File: config.mk
export PLATFORM = sky130hd
export DESIGN_NAME = uart_tx_param
export DESIGN_NICKNAME = d
export VERILOG_FILES = /design/src/rtl/uart_pkg.sv /design/src/rtl/uart_baud_gen.sv /design/src/rtl/uart_tx_param.sv
export SDC_FILE = /design/constraint.sdc
export NUM_CORES = 1
export LEC_CHECK = 0
export CELL_PAD_IN_SITES_DETAIL_PLACEMENT = 0
export CELL_PAD_IN_SITES_GLOBAL_PLACEMENT = 1
export CORE_MARGIN = 1
export CORE_UTILIZATION = 40
export CTS_BUF_LIST = sky130_fd_sc_hd__clkbuf_16
export DETAILED_ROUTE_END_ITERATION = 8
export GPL_TIMING_DRIVEN = 1
export PLACE_DENSITY = 0.77
export SKIP_LAST_GASP = 1
export SYNTH_ARGS = -nofsm -noshare
export SYNTH_HDL_FRONTEND = slang
export SYNTH_SLANG_ARGS = --single-unit
export TNS_END_PERCENT = 20
File: constraint.sdc
create_clock -name clk -period 2.9 [get_ports clk]
set_clock_uncertainty 0.05 [all_clocks]
set_input_delay 0.29 -clock clk [delete_from_list [all_inputs] [get_ports clk]]
set_output_delay 0.29 -clock clk [all_outputs]
set_load 0.02 [all_outputs]
File: src/rtl/uart_pkg.sv
// Shared UART definitions: FSM states, parity modes and the baud divisor function.
// Kept in one package so the receiver can use the same table.
package uart_pkg;

  typedef enum logic [2:0] {
    StIdle,
    StStart,
    StData,
    StParity,
    StStop
  } uart_state_e;

  typedef enum logic [1:0] {
    ParNone    = 2'd0,
    ParOdd     = 2'd1,
    ParEven    = 2'd2,
    ParNoneAlt = 2'd3
  } parity_e;

  // Rounded clocks per bit for the selected baud rate.
  function automatic int unsigned bit_cyc(input int unsigned clk_freq,
                                          input logic [2:0]  baud_set);
    int unsigned baud;
    case (baud_set)
      3'd0:    baud = 9600;
      3'd1:    baud = 19200;
      3'd2:    baud = 38400;
      3'd3:    baud = 57600;
      3'd4:    baud = 115200;
      3'd5:    baud = 230400;
      3'd6:    baud = 460800;
      default: baud = 921600;
    endcase
    return (clk_freq + baud / 2) / baud;
  endfunction

endpackage

File: src/rtl/uart_baud_gen.sv
// Bit-period tick generator; the count sits at zero while disabled so each
// frame starts a fresh bit period.
module uart_baud_gen
  import uart_pkg::*;
#(
  parameter int unsigned CLK_FREQ = 50000000
) (
  input  logic       clk,
  input  logic       reset_n,
  input  logic       ena,
  input  logic [2:0] baud_set,
  output logic       bit_tick
);

  localparam int unsigned CntW = $clog2(bit_cyc(CLK_FREQ, 3'd0));

  logic [CntW-1:0] div_max [8];
  logic [CntW-1:0] cnt_q, cnt_d;
  logic            at_max;

  for (genvar i = 0; i < 8; i++) begin : g_div
    assign div_max[i] = CntW'(bit_cyc(CLK_FREQ, 3'(i)) - 1);
  end

  always_comb begin
    at_max   = (cnt_q == div_max[baud_set]);
    bit_tick = ena && at_max;
    cnt_d    = cnt_q;
    if (!ena || at_max) begin
      cnt_d = '0;
    end else begin
      cnt_d = cnt_q + CntW'(1);
    end
  end

  always_ff @(posedge clk or negedge reset_n) begin
    if (!reset_n) begin
      cnt_q <= '0;
    end else begin
      cnt_q <= cnt_d;
    end
  end

endmodule

File: src/rtl/uart_tx_param.sv
// UART transmitter with runtime baud, parity and stop-bit selection.
// All frame configuration is captured at accept; tx comes straight from a flop.
module uart_tx_param
  import uart_pkg::*;
#(
  parameter int unsigned CLK_FREQ = 50000000,
  parameter int unsigned DATA_W   = 8
) (
  input  logic              clk,
  input  logic              reset_n,
  input  logic              tx_en,
  input  logic [2:0]        baud_set,
  input  logic [1:0]        parity_mode,
  input  logic              stop2,
  input  logic [DATA_W-1:0] data_byte,
  output logic              tx,
  output logic              tx_done,
  output logic              uart_state
);

  uart_state_e       state_q, state_d;
  logic [DATA_W-1:0] shift_q, shift_d;
  logic [3:0]        bit_cnt_q, bit_cnt_d;
  logic [2:0]        baud_q, baud_d;
  logic              par_en_q, par_en_d;
  logic              par_bit_q, par_bit_d;
  logic              stop2_q, stop2_d;
  logic              stop_cnt_q, stop_cnt_d;
  logic              tx_q, tx_d;
  logic              done_q, done_d;
  logic              bit_tick;

  uart_baud_gen #(
    .CLK_FREQ(CLK_FREQ)
  ) u_baud_gen (
    .clk     (clk),
    .reset_n (reset_n),
    .ena     (state_q != StIdle),
    .baud_set(baud_q),
    .bit_tick(bit_tick)
  );

  always_comb begin
    state_d    = state_q;
    shift_d    = shift_q;
    bit_cnt_d  = bit_cnt_q;
    baud_d     = baud_q;
    par_en_d   = par_en_q;
    par_bit_d  = par_bit_q;
    stop2_d    = stop2_q;
    stop_cnt_d = stop_cnt_q;
    tx_d       = tx_q;
    done_d     = 1'b0;

    unique case (state_q)
      StIdle: begin
        tx_d = 1'b1;
        if (tx_en) begin
          shift_d   = data_byte;
          baud_d    = baud_set;
          stop2_d   = stop2;
          par_en_d  = (parity_mode == ParOdd) || (parity_mode == ParEven);
          // Parity is fixed at accept so later input changes cannot leak in.
          par_bit_d = (parity_mode == ParOdd) ? ~^data_byte : ^data_byte;
          bit_cnt_d = '0;
          tx_d      = 1'b0;
          state_d   = StStart;
        end
      end
      StStart: begin
        if (bit_tick) begin
          tx_d    = shift_q[0];
          state_d = StData;
        end
      end
      StData: begin
        if (bit_tick) begin
          if (bit_cnt_q == 4'(DATA_W - 1)) begin
            stop_cnt_d = 1'b0;
            if (par_en_q) begin
              tx_d    = par_bit_q;
              state_d = StParity;
            end else begin
              tx_d    = 1'b1;
              state_d = StStop;
            end
          end else begin
            bit_cnt_d = bit_cnt_q + 4'd1;
            shift_d   = shift_q >> 1;
            tx_d      = shift_d[0];
          end
        end
      end
      StParity: begin
        if (bit_tick) begin
          tx_d       = 1'b1;
          stop_cnt_d = 1'b0;
          state_d    = StStop;
        end
      end
      StStop: begin
        tx_d = 1'b1;
        if (bit_tick) begin
          if (stop2_q && !stop_cnt_q) begin
            stop_cnt_d = 1'b1;
          end else begin
            done_d  = 1'b1;
            state_d = StIdle;
          end
        end
      end
      default: begin
        tx_d    = 1'b1;
        state_d = StIdle;
      end
    endcase
  end

  always_ff @(posedge clk or negedge reset_n) begin
    if (!reset_n) begin
      state_q    <= StIdle;
      shift_q    <= '0;
      bit_cnt_q  <= '0;
      baud_q     <= '0;
      par_en_q   <= 1'b0;
      par_bit_q  <= 1'b0;
      stop2_q    <= 1'b0;
      stop_cnt_q <= 1'b0;
      tx_q       <= 1'b1;
      done_q     <= 1'b0;
    end else begin
      state_q    <= state_d;
      shift_q    <= shift_d;
      bit_cnt_q  <= bit_cnt_d;
      baud_q     <= baud_d;
      par_en_q   <= par_en_d;
      par_bit_q  <= par_bit_d;
      stop2_q    <= stop2_d;
      stop_cnt_q <= stop_cnt_d;
      tx_q       <= tx_d;
      done_q     <= done_d;
    end
  end

  assign tx         = tx_q;
  assign tx_done    = done_q;
  assign uart_state = (state_q != StIdle);

endmodule
; Yosys cells after proc, flatten, opt, wreduce, memory -nomap -nowiden
; Memories as Yosys holds them, arrays and structs flattened.
; Cells that the tools add are included.
[op_classes]
n_mux = 37
add_sub_neg = 2
magnitude_cmp = 1
eq_ne = 17
bitwise_logic = 1
n_reduce_logical = 17
[op_table]
columns = op, count
row1 = $mux 13, 3
row2 = $mux 3, 8
row3 = $mux 8, 3
row4 = $ne 2x2->1 const B, 9
row5 = $pmux 8 s2, 1
row6 = $mux 1, 15
row7 = $pmux 3 s5, 1
row8 = $add 13x1->13 const B, 1
row9 = $eq 13x13->1, 1
row10 = $mux 4, 3
row11 = $pmux 4 s2, 1
row12 = $reduce_xnor 8->1, 1
row13 = $reduce_xor 8->1, 1
row14 = $reduce_and 7->1, 1
row15 = $eq 3x2->1 const B, 2
row16 = $reduce_and 6->1, 1
row17 = $reduce_bool 3->1, 2
row18 = $add 4x1->4 const B, 1
row19 = $eq 4x3->1 const B, 1
row20 = $ge 4x4->1 const B, 1
row21 = $not 3->4, 1
row22 = $pmux 1 s4, 1
row23 = $reduce_and 4->1, 1
row24 = $eq 3x1->1 const B, 1
row25 = 11 further kinds, 14
[word_totals]
regBits = 37
in_bits = 17
n_memories = 1
out_inout_bits = 3
romBits = 104
word_cells = 87
[memory_table]
columns = memory, depth, width, read_ports, rd_ports_with_merged_regs, wr, line_no
row1 = (name not given), 8, 13, 1, 0, 0, uart_baud_gen.sv:26  ; at_max = (cnt_q == div_max[baud_set]);

; Longest topological paths before layout
[depth]
ltp_word = 8
depth_mapped = 9
depth_no_buf = 8

; Modules after synthesis
; Synthesis repeated with hierarchy kept, for this count alone.
[unflattened]
cells_unflattened = 229
area_unflattened_um2 = 2363.5
[modules_own_cells]
columns = mod, instances, seq_area_each_um2, cells_each, area_per_inst_um2
row1 = uart_tx_param, 1, 601.8, 120, 1363.8
row2 = uart_baud_gen, 1, 325.3, 109, 999.7

; Worst setup path before layout
; OpenSTA, ideal clock, no wires.
[synth_timing]
kind = register to register
from = reg baud_q[1]
to = reg state_q[0]
required_ps = 2726
t_arrival_ps = 2239
synth_period_minus_slack_ps = 2413
stages_incl_launch_ff = 9
setup_time_ps = 124
path_slack_ps = 487
n_path_buf = 0
path_cell_list = dfrtp_1 inv_1 ha_1 nand2b_1 a222oi_1 a32oi_1 or2_1 o31a_1 o31a_1
[synth_between]
elab_chain_len = 8
[synth_rtl]
columns = item, line_no
row1 = start: declaration, uart_tx_param.sv:24  ; logic [2:0] baud_q, baud_d;
row2 = start signal: assignment, uart_tx_param.sv:135  ; baud_q <= baud_d;
row3 = $not 3->4 (not written as such) *, uart_baud_gen.sv:26
row4 = $mem_v2 8x13 *, -
row5 = $mux 13 (not written as such) * (2 in series), uart_baud_gen.sv:26
row6 = $eq 13x13->1 *, uart_baud_gen.sv:26
row7 = $logic_and 1x1->1 *, uart_baud_gen.sv:27  ; bit_tick = ena && at_max;
row8 = $ne 2x2->1 (no source line), -
row9 = $reduce_and 7->1 (no source line) *, -
row10 = end signal: assignment, uart_tx_param.sv:121  ; state_q <= StIdle;
row11 = end signal: assignment, uart_tx_param.sv:132  ; state_q <= state_d;
row12 = end: declaration, uart_tx_param.sv:21  ; uart_state_e state_q, state_d;
; Every way passes the cells marked *; elsewhere a longest branch is shown, timed or not. The select of a mux whose other input is x is not followed.
; A chain may end at the register's enable or synchronous reset.

; Final worst setup path
[layout_timing]
from = reg baud_q[1]
to = reg bit_cnt_q[2]
[layout_between]
elab_chain_len = 8
[layout_rtl]
columns = item, line_no
row1 = $not 3->4 (not written as such), uart_baud_gen.sv:26
row2 = $mem_v2 8x13, -
row3 = $mux 13 (not written as such) (2 in series), uart_baud_gen.sv:26
row4 = $eq 13x13->1, uart_baud_gen.sv:26
row5 = $logic_and 1x1->1, uart_baud_gen.sv:27
row6 = $ne 2x2->1 (no source line), -
row7 = $reduce_and 4->1 (no source line), -
row8 = end signal: assignment, uart_tx_param.sv:134  ; bit_cnt_q <= bit_cnt_d;
row9 = end: declaration, uart_tx_param.sv:23  ; logic [3:0] bit_cnt_q, bit_cnt_d;
; No other way between the ends. The select of a mux whose other input is x is not followed.

==> flow_metrics.env <==
export IMPL_cpPeakStageDelay_ns=0.46
export IMPL_fin_area_sq_mm=0.00277
export IMPL_worstMarginPinSlew_ns=0.830
export IMPL_vias_per_cell=5.40
export IMPL_seq_area_frac_synth_pct=39.7
export IMPL_grt_start_max_net_pins=38
export IMPL_synthSimpleGateAreaFrac_pct=24.1
export IMPL_reg2reg_setup_slack_ns=0.24
export IMPL_netlist_area_leader_share_pct=38.6
export IMPL_wl_per_cell_um=14.5
export IMPL_async_flop_share_pct=100
export IMPL_syn_area_sq_mm=0.00234
export IMPL_critPathCaptureType="register"
export IMPL_dp_hpwl_um=3770
export IMPL_grt_pass1_vias=1830
export IMPL_worst_path_stages=8
export IMPL_clock_sinks=37
export IMPL_endpoint="bit_cnt_q[2]"
export IMPL_wirelength_um=5200
export IMPL_pwr_share_seq_pct=33.5
export IMPL_fp_dieArea_sq_mm=0.00615
export IMPL_pwr_share_comb_pct=40.1
export IMPL_fin_crit_sh_pct=91.7
export IMPL_core_area_sq_mm=0.00557
export IMPL_initial_core_util_pct=41.9
export IMPL_cts_root_buf="clkbuf_16"
export IMPL_synthAdderAreaFrac_pct=3.21
export IMPL_p_int_w=0.00166
export IMPL_slowest_stage="and4_1"
export IMPL_ys_ff_latch=37
export IMPL_setup_viol=0
export IMPL_period_needed_ns=2.66
export IMPL_vias=1932
export IMPL_synth_area_leaders="dfrtp_1 (39%), xnor2_1 (6.4%), a21oi_1 (4.1%)"
export IMPL_synth_xor_area_share_pct=9.00
export IMPL_path_cells="inv_1 -> ha_1 -> nand2b_1 -> a222oi_1 -> a32oi_1 -> nor2_2 -> and4_1 -> a311oi_1"
export IMPL_yosysWarnings=0
export IMPL_worst_hold_slack_ns=0.0608
export IMPL_synthFlopType="dfrtp_1"
export IMPL_place_area_sq_mm=0.00258
export IMPL_layout_nets=308
export IMPL_clock_latency_ns=0.27
export IMPL_slew_violations=0
export IMPL_vdd_drop_max_uv=638
export IMPL_synth_top_family_by_area="simple AND/OR/NAND/NOR gates"
export IMPL_chipHeight_um=78.4
export IMPL_critPathKind="register to register"
export IMPL_cp_startpoint="baud_q[1]"
export IMPL_synth_cell_types=50
export IMPL_cp_max_fo=9
export IMPL_max_cap_violations=0
export IMPL_grt_first_pass_wirelength_um=9100
export IMPL_cts_resized=0
export IMPL_netSwitchingFraction_pct=37.1
export IMPL_io_buffers=19
export IMPL_fp_dieW_um=78.4
export IMPL_drive_gt1_share_pct=7.69
export IMPL_synth_compound_area_share_pct=16.0
export IMPL_p_switching_w=0.000979
export IMPL_drt_iter0_drc=117
export IMPL_drt_pass1_iter_count=4
export IMPL_syn_avg_cell_area_sq_um=8.72
export IMPL_rr_startpoint="baud_q[1]"
export IMPL_cts_tree="done"
export IMPL_synth_top_area_cell="dfrtp_1"
export IMPL_drc_errors=0
export IMPL_detail_route_antenna_nets=0
export IMPL_syn_nets=291
export IMPL_cts_buffers=5
export IMPL_fill_cells=558
export IMPL_finalHoldViolCount=0
export IMPL_crit_family="simple AND/OR/NAND/NOR gates"
export IMPL_ctsHoldBuffers=0
export IMPL_overflow=0
export IMPL_critPathBufInv=1
export IMPL_clockPowerShare_pct=26.4
export IMPL_num_rows=27
export IMPL_area_growth_synth_to_final_pct=18.6
export IMPL_p_leak_nw=1.22
export IMPL_power_density_mw_per_mm2=951
export IMPL_critPathLaunchType="register"
export IMPL_gp_congestion=0.836
export IMPL_antenna_found_initial=0
export IMPL_synth_cells=268
export IMPL_clockBufferDepth=2
export IMPL_max_freq_ghz=0.376
export IMPL_worstRegToRegCells=8
export IMPL_h_tree_depth=2
export IMPL_grt_util_all_layers_pct=18.9
export IMPL_maxSlewHeadroom_pct=44.6
export IMPL_reg2reg_to="bit_cnt_q[2]"
export IMPL_rsz0062_at_grt="true"
export IMPL_status="finished clean"
export IMPL_diodes=0
export IMPL_critPathRequiredTime_ns=2.99
export IMPL_ios=20
export IMPL_postCtsSetupBuffers=0
export IMPL_holdCritPathClass="primary input to asynchronous set/reset pin"
export IMPL_synth_edf_count=0
export IMPL_synthMuxAreaShare_pct=2.62
export IMPL_cp_arrival_ns=2.75
export IMPL_path_clk_slew_ns=0.06
-- through the flow --
stage / setup slack, ns / TNS (ns) / power, W / cells / utilization (%)
floorplan: 0.487 / 0 / 0.00170 / 268 / -
global placement: 0.258 / 0 / 0.00193 / 350 / 46.3
detailed placement: 0.162 / 0 / 0.00195 / 350 / 46.3
CTS: 0.185 / 0 / 0.00265 / 358 / 49.7
global route: -0.0125 / -0.0146 / 0.00284 / 358 / 49.7
finish: 0.241 / 0 / 0.00264 / 358 / 49.7
-- worst reg2reg max path: stages (launching register included) --
cell      delay (ns)
dfrtp_1         0.45
inv_1           0.11
ha_1            0.35
nand2b_1        0.18
a222oi_1        0.25
a32oi_1         0.18
nor2_2          0.35
and4_1          0.46
a311oi_1        0.14
-- layout make-up --
type / instances / area, sq um / share of cell area, %
Clock buffer: 5 / 125 / 4.52
Clock inverter: 3 / 65.1 / 2.35
Inverter: 19 / 71.3 / 2.57
Multi-Input combinational cell: 200 / 1280 / 46.3
Sequential cell: 37 / 927 / 33.5
Tap cell: 72 / 90.1 / 3.25
Timing Repair Buffer: 22 / 208 / 7.50
-- Yosys cell counts, drive strengths merged (7+ instances only) --
master  count
dfrtp      36
nor2       22
a21oi      19
inv        19
nor3       17
xnor2      17
nand2      16
o21ai      11
a31oi      10
nand3      10
and3        9
xor2        7
-- power by group through the flow --
| stage | Sequential, W | Combinational, W | Clock (W) |
|---|---|---|---|
| 3_3_place_gp | 0.000887 | 0.00104 | 0 |
| 2_1_floorplan | 0.000807 | 0.000890 | 0 |
| 4_1_cts | 0.000884 | 0.00106 | 0.000707 |
| 3_5_place_dp | 0.000892 | 0.00106 | 0 |
| 5_1_grt | 0.000919 | 0.00119 | 0.000731 |
| 6_report | 0.000883 | 0.00106 | 0.000695 |
-- sequential cells by signal, summed over array words and instances (netlist names), 3 cells and up --
| signal | cells |
|---|---|
| baud_q | 3 |
| bit_cnt_q | 4 |
| shift_q | 8 |
| state_q | 3 |
| u_baud_gen.cnt_q | 13 |
-- worst min path at each step --
| stage | from | endpoint | cells after the start |
|---|---|---|---|
| final | reset_n | u_baud_gen.cnt_q[7] | 1 |
| after global routing | reset_n | u_baud_gen.cnt_q[2] | 1 |
| after CTS | reset_n | u_baud_gen.cnt_q[7] | 1 |
| after detailed placement | reset_n | u_baud_gen.cnt_q[7] | 1 |
| after global placement | reset_n | u_baud_gen.cnt_q[5] | 1 |
| after floorplan | reset_n | baud_q[0] | 0 |
-- cell usage in the layout, fill, tap and decap left out, types with 4 or more instances in the layout --
cell type,synthesis,layout
dfrtp_1,36,36
nor2_1,21,21
inv_1,19,19
a21oi_1,19,19
clkdlybuf4s50_1,0,18
xnor2_1,17,17
nor3_1,16,16
nand2_1,15,15
o21ai_0,11,11
nand3_1,10,10
a31oi_1,10,10
and3_1,9,9
xor2_1,7,7
ha_1,6,6
and2_1,6,5
nand2b_1,5,5
mux2i_1,5,5
clkbuf_16,0,5
or3_1,4,4
-- cells by family after synthesis --
group | after synthesis
AOI/OAI and AO/OA | 59
DFF | 37
and+or+nand+nor | 105
adders and majority gates | 6
buffers and inverters | 31
xor gates and xnor gates | 24
muxes | 6
-- metal layers --
metal | vias up | GRT usage (%) | wire (um)
met2 | 39 | 28.0 | 2270
met5 | - | 0 | 0
met1 | 920 | 28.7 | 2730
met4 | 0 | 4.63 | 30
met3 | 2 | 2.91 | 167
li1 | 971 | - | -
Power figures use the tool's default switching activity.
